**config.mk**
```make
export PLATFORM = sky130hd
export DESIGN_NAME = binary_mul_iter_flat
export DESIGN_NICKNAME = d
export VERILOG_FILES = /design/src/rtl/binary_mul_pkg.sv /design/src/rtl/binary_mul_iter_if.sv /design/src/rtl/binary_mul_iter_mul_step.sv /design/src/rtl/binary_mul_iter.sv /design/src/flat_wrapper.sv
export SDC_FILE = /design/constraint.sdc
export NUM_CORES = 1
export LEC_CHECK = 0
export CAP_MARGIN = 20
export CORE_ASPECT_RATIO = 0.7
export CORE_MARGIN = 2
export CORE_UTILIZATION = 57
export CTS_BUF_LIST = sky130_fd_sc_hd__clkbuf_16
export DETAILED_ROUTE_END_ITERATION = 8
export PLACE_DENSITY = 0.85
export SLEW_MARGIN = 20
export SYNTH_ARGS = -nofsm -noshare
export SYNTH_HDL_FRONTEND = slang
export SYNTH_SLANG_ARGS = --single-unit
```
**constraint.sdc**
```tcl
create_clock -name clk -period 6.6 [get_ports clk]
set_clock_uncertainty 0.15 [all_clocks]
set_input_delay 1.32 -clock clk [delete_from_list [all_inputs] [get_ports clk]]
set_output_delay 1.32 -clock clk [all_outputs]
set_load 0.02 [all_outputs]
```
**src/rtl/binary_mul_pkg.sv**
```systemverilog
// Shared FSM state type and default operand width for the iterative
// shift-add multiplier.
package binary_mul_pkg;

    typedef enum logic [1:0] {
        IDLE,
        CALC,
        DONE
    } state_t;

    localparam int WIDTH_DEFAULT = 8;

endpackage

```
**src/rtl/binary_mul_iter_if.sv**
```systemverilog
// Operand/result handshake bundle of the iterative multiplier; the master
// presents operands and consumes the product, the slave is the multiplier.
interface binary_mul_iter_if #(
    parameter int WIDTH = binary_mul_pkg::WIDTH_DEFAULT
);
    logic               in_valid;
    logic               in_ready;
    logic [WIDTH-1:0]   A;
    logic [WIDTH-1:0]   B;
    logic               sgn;
    logic               out_valid;
    logic               out_ready;
    logic [2*WIDTH-1:0] P;

    modport master (
        output in_valid, A, B, sgn, out_ready,
        input  in_ready, out_valid, P
    );

    modport slave (
        input  in_valid, A, B, sgn, out_ready,
        output in_ready, out_valid, P
    );

endinterface

```
**src/rtl/binary_mul_iter_mul_step.sv**
```systemverilog
// One radix-2 multiply step: conditionally add (or subtract) the extended
// multiplicand into the WIDTH+1 bit partial sum, then shift right by one.
module mul_step
    import binary_mul_pkg::*;
#(
    parameter int WIDTH = WIDTH_DEFAULT
) (
    input  logic [WIDTH:0]   acc,
    input  logic [WIDTH-1:0] a,
    input  logic             mbit,
    input  logic             sgn,
    input  logic             sub,
    output logic [WIDTH:0]   acc_next,
    output logic             lsb
);

    logic [WIDTH:0] a_ext;
    logic [WIDTH:0] addend;
    logic [WIDTH:0] sum;

    // NOTE: every output of a combinational block gets a value on every path, otherwise a latch is inferred.
    always_comb begin
        a_ext    = {sgn & a[WIDTH-1], a};
        addend   = mbit ? a_ext : '0;
        sum      = sub ? (acc - addend) : (acc + addend);
        // The extra top bit keeps every signed partial sum in range, so the
        // shift-in is simply its sign (or zero for unsigned operands).
        acc_next = {sgn & sum[WIDTH], sum[WIDTH:1]};
        lsb      = sum[0];
    end

endmodule

```
**src/rtl/binary_mul_iter.sv**
```systemverilog
// Iterative WIDTH x WIDTH multiplier, signed or unsigned per operation, one
// shift-add step per enabled clock with valid/ready handshakes on both sides.
module binary_mul_iter
    import binary_mul_pkg::*;
#(
    parameter int WIDTH = WIDTH_DEFAULT
) (
    input  logic              clk,
    input  logic              rst,
    input  logic              en,
    binary_mul_iter_if.slave  bus
);

    localparam int             CW   = $clog2(WIDTH + 1);
    localparam logic [CW-1:0]  LAST = CW'(WIDTH - 1);

    state_t             state;
    state_t             state_next;
    logic [CW-1:0]      cnt;
    logic [WIDTH-1:0]   a_r;
    logic [WIDTH-1:0]   mq;
    logic               sgn_r;
    logic [WIDTH:0]     acc;
    logic [WIDTH:0]     acc_next;
    logic               step_lsb;
    logic               last_step;
    logic               accept;
    logic [2*WIDTH-1:0] p_r;

    assign last_step = (cnt == LAST);
    assign accept    = bus.in_valid & bus.in_ready;
    assign bus.P     = p_r;

    // The multiplier MSB carries negative weight in two's complement, so the
    // final signed step subtracts instead of adding.
    mul_step #(
        .WIDTH (WIDTH)
    ) u_step (
        .acc      (acc),
        .a        (a_r),
        .mbit     (mq[0]),
        .sgn      (sgn_r),
        .sub      (sgn_r & last_step),
        .acc_next (acc_next),
        .lsb      (step_lsb)
    );

    // NOTE: sequential state is written with non-blocking assignments so all registers update together at the edge.
    always_ff @(posedge clk) begin
        if (rst) begin
            state <= IDLE;
        end else if (en) begin
            state <= state_next;
        end
    end

    always_comb begin
        state_next    = state;
        bus.in_ready  = 1'b0;
        bus.out_valid = 1'b0;
        case (state)
            IDLE: begin
                bus.in_ready = en;
                if (accept) begin
                    state_next = CALC;
                end
            end
            CALC: begin
                if (last_step) begin
                    state_next = DONE;
                end
            end
            DONE: begin
                bus.out_valid = 1'b1;
                if (bus.out_ready) begin
                    state_next = IDLE;
                end
            end
            default: state_next = IDLE;
        endcase
    end

    // Low product bits shift into the vacated top of mq as multiplier bits
    // are consumed, so after WIDTH steps {acc, mq} holds the full product.
    always_ff @(posedge clk) begin
        if (rst) begin
            cnt   <= '0;
            a_r   <= '0;
            mq    <= '0;
            sgn_r <= 1'b0;
            acc   <= '0;
            p_r   <= '0;
        end else if (en) begin
            case (state)
                IDLE: begin
                    if (accept) begin
                        a_r   <= bus.A;
                        mq    <= bus.B;
                        sgn_r <= bus.sgn;
                        acc   <= '0;
                        cnt   <= '0;
                    end
                end
                CALC: begin
                    acc <= acc_next;
                    mq  <= {step_lsb, mq[WIDTH-1:1]};
                    cnt <= cnt + 1'b1;
                    if (last_step) begin
                        p_r <= {acc_next[WIDTH-1:0], step_lsb, mq[WIDTH-1:1]};
                    end
                end
                default: ;
            endcase
        end
    end

endmodule
```
**src/flat_wrapper.sv**
```systemverilog
// flat-port wrapper written by rule: the top's interface ports become plain ports
module binary_mul_iter_flat import binary_mul_pkg::*;
#(
    parameter int WIDTH = WIDTH_DEFAULT
)
  (clk, rst, en, bus_in_valid, bus_A, bus_B, bus_sgn, bus_out_ready, bus_in_ready, bus_out_valid, bus_P);
  binary_mul_iter_if #(.WIDTH(WIDTH)) bus_i ();
  input  logic clk;
  input  logic rst;
  input  logic en;
  input wire logic [$bits(bus_i.in_valid)-1:0] bus_in_valid;
  input wire logic [$bits(bus_i.A)-1:0] bus_A;
  input wire logic [$bits(bus_i.B)-1:0] bus_B;
  input wire logic [$bits(bus_i.sgn)-1:0] bus_sgn;
  input wire logic [$bits(bus_i.out_ready)-1:0] bus_out_ready;
  output wire logic [$bits(bus_i.in_ready)-1:0] bus_in_ready;
  output wire logic [$bits(bus_i.out_valid)-1:0] bus_out_valid;
  output wire logic [$bits(bus_i.P)-1:0] bus_P;
  assign bus_i.in_valid = bus_in_valid;
  assign bus_i.A = bus_A;
  assign bus_i.B = bus_B;
  assign bus_i.sgn = bus_sgn;
  assign bus_i.out_ready = bus_out_ready;
  assign bus_in_ready = bus_i.in_ready;
  assign bus_out_valid = bus_i.out_valid;
  assign bus_P = bus_i.P;
  binary_mul_iter #(.WIDTH(WIDTH)) u_core (.clk(clk), .rst(rst), .en(en), .bus(bus_i));
endmodule
```
==> flow_summary.json <==
{
  "finalHoldViolCount": 0,
  "fin_setup_tns_ns": 0,
  "crit_arrival_ns": 2.70,
  "p_clk_share_pct": 43.7,
  "synth_fp_nets": 334,
  "hp-class": "reg2reg",
  "max_stage_delay_ns": 0.63,
  "period_needed_ns": 4.17,
  "worstSetupPathType": "in2out",
  "globalplace.congestion": 0.819,
  "endpoint_kind": "primary output",
  "io_buffers": 39,
  "final_nets": 363,
  "grt_pass1_vias": 1975,
  "first_pass_iters": 4,
  "slew_viol_final": 0,
  "ctsResizeCount": 0,
  "synth_most_common_cell": "nand2_1",
  "worst_hold_path.num_cells": 2,
  "holdPathEnd": "u_core.bus.P[0]",
  "ios": 40,
  "cts.sinks": 48,
  "crit_path_cell_trace": "clkdlybuf4s50_1 > nand2b_1 > nor2_1 > clkdlybuf4s50_1",
  "rows": 19,
  "start_util_pct": 60.4,
  "fin_util_pct": 74.7,
  "track_usage_pct": 24.3,
  "clockBufferDepth": 2,
  "synthTopCellsByArea": "dfxtp_1, nand2_1, a21oi_1",
  "coreArea_um2": 3990,
  "cp_common_cell": "clkdlybuf4s50_1",
  "cp_data_required_time_ns": 5.13,
  "yosysTopAreaCellShare_pct": 39.8,
  "drc": 0,
  "antenna_cells": 0,
  "drt_iter0_markers": 107,
  "cts_buffers": 5,
  "ir_drop_mv": 0.162,
  "rrSetupSlack_ns": 3.23,
  "clkTransAtPathRegs_ns": 0.06,
  "combPwrFrac_pct": 14.3,
  "power_frac_seq_pct": 41.9,
  "antenna_left": 0,
  "switching_share_pct": 23.8,
  "multi_input_area_um2": 1360,
  "syn2layout_area_growth_pct": 23.6,
  "ys_seq_area_share_pct": 39.8,
  "p_int_uw": 559,
  "synth.distinct_cells": 42,
  "hpwl_um": 3620,
  "clk_latency_ns": 0.28,
  "period_share_pct": 63.1,
  "slew_headroom_pct": 34.2,
  "die_area_um2": 4780,
  "fmax_mhz": 240,
  "cts_tree": "built",
  "synth-seq-cells": 48,
  "grt_max_degree": 60,
  "synth_ff_type": "dfxtp_1",
  "synth_common_cells": "nand2_1, dfxtp_1, a21oi_1",
  "routedWlPerCell_um": 14.1,
  "min-delay-start": "u_core.bus.P[0]",
  "start_kind": "primary input",
  "tightestPinTransition_ns": 0.988,
  "setup_viol": 0,
  "via_per_inst": 5.68,
  "yosysWarnings": 0,
  "ys_async_sr_fraction_pct": 0,
  "drv_cap": 0,
  "grt-ovfl-total": 0,
  "synth-edff-count": 0,
  "postSynthAreaPerCell_um2": 8.02,
  "place_inst": 375,
  "power.leakage_uw": 0.00112,
  "wl_um": 5390,
  "syn_area_um2": 2410,
  "instances_no_fill": 382,
  "regArea_um2": 961,
  "grt_pass1_wl_um": 9000,
  "crit_fanout": 4,
  "antenna_found_initial": 0,
  "die_x_um": 81.8,
  "vias": 2168,
  "root_buffer": "clkbuf_16",
  "netlist_instances": 301,
  "yosys.area.top_type": "dfxtp_1",
  "status": "finished clean",
  "power.switching_uw": 175,
  "r2r_cells": 12,
  "rsz0062_at_grt": "false",
  "total_power_uw": 734,
  "cp_slowest_cell": "clkdlybuf4s50_1",
  "nFillCells": 310,
  "drive_above_1_share_pct": 3.64,
  "r2r-end": "u_core.acc[8]",
  "ctsHtreeMaxLevel": 2,
  "whs_ns": 0.306,
  "postCtsHoldBufs": 0,
  "rr_startpoint": "u_core.mq[0]",
  "cts_setup_buffers": 0,
  "dieHeight_um": 58.4,
  "p_per_area_nw_per_um2": 246
}
==> kinds of logic after synthesis <==
kind of cell / share of synthesized area, %
and+or+nand+nor: 24.0
xor gates and xnor gates: 5.44
buffers and inverters: 3.99
DFF: 39.8
muxes: 3.37
AOI/OAI and AO/OA: 17.4
adders and majority gates: 6.01
==> sequential cells by signal, indices dropped and copies added, names as in the netlist <==
| register | count |
|---|---|
| u_core.acc | 9 |
| u_core.mq | 8 |
| u_core.sgn_r | 1 |
| u_core.cnt | 4 |
| u_core.state | 2 |
| u_core.bus.P | 16 |
| u_core.a_r | 8 |
==> area by class of cell <==
type	count	share of cell area, %
Timing Repair Buffer	40	13.2
Inverter	6	0.755
Tap cell	52	2.18
Multi-Input combinational cell	229	45.5
Clock inverter	2	2.01
Sequential cell	48	32.2
Clock buffer	5	4.19
==> worst max-delay path: cells and delay by family <==
kind	cells	cell delay [ns]
AND/OR/NAND/NOR	2	0.23
buffers and inverters	2	1.15
==> through the flow <==
stage	area, µm²	setup WS, ns
final	2980	2.43
after global routing	2980	2.33
after global placement	2800	2.46
after CTS	2980	2.44
after floorplan	2410	3.42
after detailed placement	2800	2.44
==> how the worst max path moves through the flow <==
| stage | from | endpoint | slack, ns | depth (start not counted) |
|---|---|---|---|---|
| 2_1_floorplan | en | bus_in_ready | 3.42 | 2 |
| 6_report | en | bus_in_ready | 2.43 | 4 |
| 3_5_place_dp | en | bus_in_ready | 2.44 | 4 |
| 3_3_place_gp | en | bus_in_ready | 2.46 | 4 |
| 5_1_grt | en | bus_in_ready | 2.33 | 4 |
| 4_1_cts | en | bus_in_ready | 2.44 | 4 |
==> power by group through the flow <==
stage                     Combinational [µW]  Sequential [µW]  Clock [µW]
after floorplan                         74.8              311           0
after global placement                  99.4              313           0
after detailed placement                 102              314           0
after CTS                                104              308         323
after global routing                     116              309         338
final                                    105              308         321
==> per-layer routing <==
metal | up-vias | wire, µm | GRT usage (%)
met4 | 0 | 29 | 6.19
met2 | 60 | 2450 | 39.1
met5 | - | 0 | 0
met3 | 5 | 246 | 5.83
met1 | 1010 | 2670 | 33.0
li1 | 1093 | - | -
==> cell usage in the layout, fill, tap and decap left out, drive strengths merged, types with 2 or more instances in the layout <==
cell,instances
xnor2,6
nor2,28
nor4b,3
dfxtp,48
nor2b,3
clkdlybuf4s50,38
nand3b,2
nand3,7
o21ai,8
nor3,4
a211o,3
and2,4
a21oi,32
nand2b,4
xor2,9
buf,2
clkbuf,5
o31ai,3
o41ai,2
or4,2
a21o,2
inv,6
a211oi,10
a22oi,2
ha,10
nand2,63
nor3b,2
mux2i,7
nor4,2
bufinv,2
No activity file was read; power rests on OpenSTA's default activity.
